**src/rtl/lsu.sv**
```systemverilog
// Load/store unit: one request at a time, word-aligned synchronous reads with
// byte/half extraction, and stores issued as one single-byte write per cycle.
module lsu #(
  parameter int XLEN = 32
) (
  input  logic            clk,
  input  logic            rst,
  input  logic            req_valid,
  output logic            req_ready,
  input  logic            req_we,
  input  logic [2:0]      req_funct3,
  input  logic [XLEN-1:0] req_addr,
  input  logic [XLEN-1:0] req_wdata,
  input  logic [4:0]      req_rd,
  output logic            resp_valid,
  output logic [XLEN-1:0] resp_rdata,
  output logic [4:0]      resp_rd,
  output logic            resp_err,
  output logic [XLEN-1:0] ram_addr,
  input  logic [XLEN-1:0] ram_rdata,
  output logic            ram_write_en,
  output logic [XLEN-1:0] ram_write_addr,
  output logic [XLEN-1:0] ram_write_data
);

  typedef enum logic [1:0] {IDLE, LOAD_ADDR, LOAD_DATA, STORE} state_t;

  state_t          state_q, state_d;
  logic [1:0]      cnt_q, cnt_d;
  logic [1:0]      last_q, last_d;
  logic [2:0]      funct3_q, funct3_d;
  logic [XLEN-1:0] addr_q, addr_d;
  logic [XLEN-1:0] wdata_q, wdata_d;
  logic [4:0]      rd_q, rd_d;
  logic            resp_valid_q, resp_valid_d;
  logic            resp_err_q, resp_err_d;
  logic [XLEN-1:0] resp_rdata_q, resp_rdata_d;
  logic [XLEN-1:0] ram_addr_q, ram_addr_d;
  logic [XLEN-1:0] wdata_shift_s;

  function automatic logic is_illegal(input logic we, input logic [2:0] f3);
    if (we) begin
      is_illegal = (f3 > 3'd2);
    end else begin
      is_illegal = (f3 == 3'd3) || (f3 == 3'd6) || (f3 == 3'd7);
    end
  endfunction

  function automatic logic is_misaligned(input logic [2:0] f3, input logic [1:0] a);
    case (f3[1:0])
      2'd1:    is_misaligned = a[0];
      2'd2:    is_misaligned = (a != 2'd0);
      default: is_misaligned = 1'b0;
    endcase
  endfunction

  function automatic logic [XLEN-1:0] load_extend(input logic [2:0] f3,
                                                  input logic [1:0] a,
                                                  input logic [XLEN-1:0] word);
    logic [XLEN-1:0] s;
    s = word >> {a, 3'b000};
    case (f3)
      3'b000:  load_extend = {{(XLEN-8){s[7]}}, s[7:0]};
      3'b001:  load_extend = {{(XLEN-16){s[15]}}, s[15:0]};
      3'b100:  load_extend = {{(XLEN-8){1'b0}}, s[7:0]};
      3'b101:  load_extend = {{(XLEN-16){1'b0}}, s[15:0]};
      default: load_extend = word;
    endcase
  endfunction

  assign wdata_shift_s = wdata_q >> {cnt_q, 3'b000};

  // Next-state, request latching, response and byte-write decode.
  always_comb begin
    state_d        = state_q;
    cnt_d          = cnt_q;
    last_d         = last_q;
    funct3_d       = funct3_q;
    addr_d         = addr_q;
    wdata_d        = wdata_q;
    rd_d           = rd_q;
    resp_valid_d   = 1'b0;
    resp_err_d     = 1'b0;
    resp_rdata_d   = '0;
    ram_addr_d     = ram_addr_q;
    req_ready      = 1'b0;
    ram_write_en   = 1'b0;
    ram_write_addr = '0;
    ram_write_data = '0;
    case (state_q)
      IDLE: begin
        req_ready = 1'b1;
        if (req_valid) begin
          funct3_d = req_funct3;
          addr_d   = req_addr;
          wdata_d  = req_wdata;
          rd_d     = req_rd;
          if (is_illegal(req_we, req_funct3) || is_misaligned(req_funct3, req_addr[1:0])) begin
            // Errors answer next cycle without touching the RAM.
            resp_valid_d = 1'b1;
            resp_err_d   = 1'b1;
          end else if (req_we) begin
            state_d = STORE;
            cnt_d   = 2'd0;
            last_d  = (req_funct3[1:0] == 2'd0) ? 2'd0 :
                      (req_funct3[1:0] == 2'd1) ? 2'd1 : 2'd3;
          end else begin
            state_d    = LOAD_ADDR;
            ram_addr_d = {req_addr[XLEN-1:2], 2'b00};
          end
        end else begin
          state_d = IDLE;
        end
      end
      LOAD_ADDR: begin
        state_d = LOAD_DATA;
      end
      LOAD_DATA: begin
        resp_rdata_d = load_extend(funct3_q, addr_q[1:0], ram_rdata);
        resp_valid_d = 1'b1;
        state_d      = IDLE;
      end
      STORE: begin
        ram_write_en   = 1'b1;
        ram_write_addr = addr_q + {{(XLEN-2){1'b0}}, cnt_q};
        ram_write_data = {{(XLEN-8){1'b0}}, wdata_shift_s[7:0]};
        if (cnt_q == last_q) begin
          cnt_d        = 2'd0;
          resp_valid_d = 1'b1;
          state_d      = IDLE;
        end else begin
          cnt_d = cnt_q + 2'd1;
        end
      end
      default: begin
        state_d = IDLE;
      end
    endcase
  end

  // State and output registers.
  always_ff @(posedge clk or negedge rst) begin
    if (!rst) begin
      state_q      <= IDLE;
      cnt_q        <= 2'd0;
      last_q       <= 2'd0;
      funct3_q     <= 3'd0;
      addr_q       <= '0;
      wdata_q      <= '0;
      rd_q         <= 5'd0;
      resp_valid_q <= 1'b0;
      resp_err_q   <= 1'b0;
      resp_rdata_q <= '0;
      ram_addr_q   <= '0;
    end else begin
      state_q      <= state_d;
      cnt_q        <= cnt_d;
      last_q       <= last_d;
      funct3_q     <= funct3_d;
      addr_q       <= addr_d;
      wdata_q      <= wdata_d;
      rd_q         <= rd_d;
      resp_valid_q <= resp_valid_d;
      resp_err_q   <= resp_err_d;
      resp_rdata_q <= resp_rdata_d;
      ram_addr_q   <= ram_addr_d;
    end
  end

  assign resp_valid = resp_valid_q;
  assign resp_err   = resp_err_q;
  assign resp_rdata = resp_rdata_q;
  assign resp_rd    = rd_q;
  assign ram_addr   = ram_addr_q;

endmodule

```
**config.mk**
```make
export PLATFORM = sky130hd
export DESIGN_NAME = lsu
export DESIGN_NICKNAME = d
export VERILOG_FILES = /design/src/rtl/lsu.sv
export SDC_FILE = /design/constraint.sdc
export NUM_CORES = 1
export LEC_CHECK = 0
export ABC_AREA = 1
export CORE_MARGIN = 8
export CORE_UTILIZATION = 40
export DETAILED_ROUTE_END_ITERATION = 7
export PLACE_DENSITY = 0.71
export SLEW_MARGIN = 20
export SYNTH_ARGS = -nofsm -noshare
export SYNTH_HDL_FRONTEND = slang
export SYNTH_SLANG_ARGS = --single-unit
```
**constraint.sdc**
```tcl
create_clock -name clk -period 5.89 [get_ports clk]
set_clock_uncertainty 0.15 [all_clocks]
set_input_delay 1.4725 -clock clk [delete_from_list [all_inputs] [get_ports clk]]
set_output_delay 1.4725 -clock clk [all_outputs]
set_load 0.05 [all_outputs]
```
==> flow_summary.json <==
{
  "floorplan.die.width_microns": 153,
  "setup_total_negative_slack_ns": 0,
  "synth-main-ff-cell": "sky130_fd_sc_hd__dfrtp_1",
  "dieArea_sq_um": 23300,
  "detailedRoute.firstIterationViolations": 339,
  "viasPerCell": 4.82,
  "achievable-frequency_ghz": 0.197,
  "critPathRequiredTime_ns": 4.27,
  "drive_above_1_share": 0.0577,
  "reg2reg_to": "ram_addr[16]",
  "powerDensity_nw_per_um2": 542,
  "power.switching_fraction": 0.478,
  "post-synth-top-count-cell": "sky130_fd_sc_hd__nand2_1",
  "slowest_stage": "sky130_fd_sc_hd__clkdlybuf4s50_1",
  "p_leak_nw": 4.87,
  "portBuffers": 218,
  "gp_congestion": 0.897,
  "critical_path.cell_chain": "ha_1 -> fa_1 -> nand2_2 -> nor2_4 -> nand2_1 -> nor2_1 -> o21ai_0 -> a21oi_1 -> clkdlybuf4s50_1",
  "cts_num_sinks": 142,
  "post_dp_cell_area_sq_um": 9690,
  "clock_tree_from_tritoncts": "yes",
  "slew_worst_pin_ns": 0.978,
  "worst_hold_path_type": "reg -> reg",
  "n_antenna_cell": 0,
  "synth_top_area_cell": "sky130_fd_sc_hd__dfrtp_1",
  "synth_fa_ha_area_frac": 0.0127,
  "cts_post_setup_buffers_inserted": 0,
  "rsz0062_at_grt": "false",
  "hold_viol": 0,
  "numCtsBuffers": 17,
  "floorplan.initialDensity": 0.403,
  "reg2reg_slack_ns": 3.52,
  "yosys.area_share.simple": 0.299,
  "setup_violations": 0,
  "worst-endpoint-arrival_ns": 3.46,
  "routed-via-count": 7059,
  "critPathMaxFanout": 19,
  "number_of_distinct_standard_cells_referenced_by_the_synthesized_netlist": 33,
  "core.rowCount": 50,
  "setup.worst_path.start_class": "flop",
  "grt_max_degree": 104,
  "holdPathEnd": "wdata_q[31]",
  "comb_power_share": 0.486,
  "placeableCoreArea_sq_um": 18500,
  "seq_area_frac_synth": 0.476,
  "synth_edf_count": 0,
  "cp-end-kind": "output port",
  "post_drt_wl_per_cell_microns": 15.6,
  "global_route.overflow_total": 0,
  "layout.nets": 1332,
  "critical_path_class": "reg -> out",
  "clkTransAtPathRegs_ns": 0.06,
  "max-slew-margin-rel": 0.348,
  "timing.reg2reg.worst_path_depth": 7,
  "cts_resized": 0,
  "h-tree-depth": 4,
  "routed_wirelength_microns": 22800,
  "run_status": "completed",
  "cap_violations": 0,
  "final_period_minus_worst_setup_slack_ns": 5.09,
  "period_share": 0.863,
  "cts.hold.buffers_added": 0,
  "setup_slack_ns": 0.805,
  "internal_power_contribution_w": 0.00291,
  "postLayoutCellArea_sq_um": 10300,
  "grt_usage": 0.196,
  "busiest_layer": "met2",
  "power_switching_w": 0.00266,
  "globalRouteMet1Util": 0.249,
  "postRouteAntennaNets": 0,
  "stdcell_count": 1464,
  "synth_xor_xnor_area_share": 0.00821,
  "syn-mean-instance-area_sq_um": 7.34,
  "cts.path.max_buffers": 2,
  "root_buffer": "sky130_fd_sc_hd__clkbuf_16",
  "post-dp-hpwl_microns": 17000,
  "synth_top_cell_area_share": 0.476,
  "p_clk_frac": 0.196,
  "compound_cell_area_share_of_the_yosys_netlist": 0.108,
  "hold_depth": 2,
  "vdd_drop_max_v": 0.000284,
  "dp.cells": 1432,
  "most_frequent_cells_after_synthesis": "339 x sky130_fd_sc_hd__nand2_1, 142 x sky130_fd_sc_hd__dfrtp_1, 135 x sky130_fd_sc_hd__nor2_1",
  "post_synth_main_area_contributors": "sky130_fd_sc_hd__dfrtp_1 48%, sky130_fd_sc_hd__nand2_1 17%, sky130_fd_sc_hd__nor2_1 6.8%",
  "first_global_vias": 6837,
  "io_pins": 245,
  "critical_path.max_stage_delay_ns": 0.81,
  "grt_pass1_wl_microns": 37000,
  "asyncSetResetFlopFracSynth": 1.00,
  "post-route-drc-count": 0,
  "die_h_microns": 153,
  "register_area_sq_um": 3550,
  "synthMuxAreaShare": 0,
  "reg2reg_from": "state_q[1]",
  "areaGrowthSynthToFinish_pct": 37.8,
  "share_seq_of_total_power": 0.318,
  "worstHoldStart": "wdata_q[31]",
  "dp_slack_ns": 1.27,
  "multiInputGateArea_sq_um": 3300,
  "final.fill_count": 1770,
  "use_met2": 0.313,
  "grt_util_met3": 0.0610,
  "worst_hold_margin_ns": 0.324,
  "detailedRoute.firstPassIterationCount": 5,
  "number_of_antenna_violations_at_the_first_check_in_global_routing": 1,
  "synth_area_sq_um": 7470,
  "synth_top_family_by_area": "simple AND/OR/NAND/NOR gates",
  "clock_insertion_delay_at_the_later_pin_of_the_skew_report_ns": 0.42,
  "final_max_slew_viol_count": 0,
  "synth_seq_cells": 142,
  "netlist_instances": 1017,
  "synth_warnings": 0
}
[state kept, by name, summed over array words and instances, names as in the netlist]
register / count
wdata_q: 32
resp_err: 1
addr_q: 32
cnt_q: 2
state_q: 2
resp_valid: 1
resp_rdata: 32
funct3_q: 3
resp_rd: 5
ram_addr: 30
last_q: 2
[through the flow]
| stage | total power, W | util |
|---|---|---|
| after floorplan | 0.00361 | - |
| after global placement | 0.00446 | 0.524 |
| after detailed placement | 0.00451 | 0.524 |
| after CTS | 0.00562 | 0.556 |
| after global routing | 0.00595 | 0.556 |
| final | 0.00557 | 0.556 |
[worst max-delay path: cells and delay by family (launching register included)]
family	cells	cell delay, ns
and+or+nand+nor	4	0.61
adders and majority gates	2	0.61
buffers and inverters	1	0.81
DFF	1	0.75
AOI/OAI and AO/OA	2	0.25
[logic make-up (layout without fill, tap and decap cells)]
group / count (synthesis) / after routing
compound gates: 156 / 156
buf+inv: 152 / 340
other cells: 1 / 26
simple gates: 552 / 552
fa+ha+maj: 7 / 7
xor+xnor: 7 / 7
flops: 142 / 142
[power by group through the flow]
stage | registers, W | logic, W | clock network (W)
after global routing | 0.00184 | 0.00295 | 0.00116
after detailed placement | 0.00178 | 0.00272 | 0
after CTS | 0.00178 | 0.00273 | 0.00112
after floorplan | 0.00234 | 0.00127 | 0
after global placement | 0.00178 | 0.00268 | 0
final | 0.00178 | 0.00271 | 0.00109
[worst max path at each step]
| stage | slack (ns) | endpoint | startpoint | cells past startpoint |
|---|---|---|---|---|
| final | 0.80 | ram_write_addr[10] | addr_q[0] | 9 |
| after global routing | 0.56 | ram_write_addr[10] | addr_q[0] | 9 |
| after CTS | 0.81 | ram_write_addr[10] | addr_q[0] | 9 |
| after detailed placement | 1.27 | ram_write_addr[10] | addr_q[0] | 9 |
| after global placement | 1.32 | ram_write_addr[30] | addr_q[0] | 11 |
| after floorplan | 2.10 | ram_write_addr[10] | cnt_q[0] | 7 |
[final cells by class]
type,count,area share
clock inverters,13,0.0148
repair buffers,224,0.217
inverters,84,0.0309
well taps,234,0.0285
multi-input cells,748,0.321
clock buffers,19,0.0430
flip-flops and latches,142,0.345
[layout by cell type (no fill, tap or decap), types with 3 or more instances in the layout]
cell type                           n
sky130_fd_sc_hd__buf_4              6
sky130_fd_sc_hd__ha_1               6
sky130_fd_sc_hd__xnor2_1            3
sky130_fd_sc_hd__dfrtp_1          142
sky130_fd_sc_hd__inv_2              4
sky130_fd_sc_hd__o21ai_1           30
sky130_fd_sc_hd__nor2_4             3
sky130_fd_sc_hd__a21oi_1           28
sky130_fd_sc_hd__clkdlybuf4s50_1  217
sky130_fd_sc_hd__inv_1             78
sky130_fd_sc_hd__xor2_1             4
sky130_fd_sc_hd__nand2_1          339
sky130_fd_sc_hd__clkinvlp_4         3
sky130_fd_sc_hd__nand3_1           47
sky130_fd_sc_hd__clkinv_4           3
sky130_fd_sc_hd__clkbuf_16         17
sky130_fd_sc_hd__o31ai_1            7
sky130_fd_sc_hd__nor3_1             4
sky130_fd_sc_hd__nor2_2            16
sky130_fd_sc_hd__inv_6              5
sky130_fd_sc_hd__nor2_1           135
sky130_fd_sc_hd__o21ai_0           88
sky130_fd_sc_hd__conb_1            26
[metal layers]
metal  vias up  part of all wire
met5         -           0.00057
met4         2             0.016
met3        27             0.071
met2       227              0.47
met1      3276              0.45
li1       3527                 -
Power figures use the tool's default switching activity.
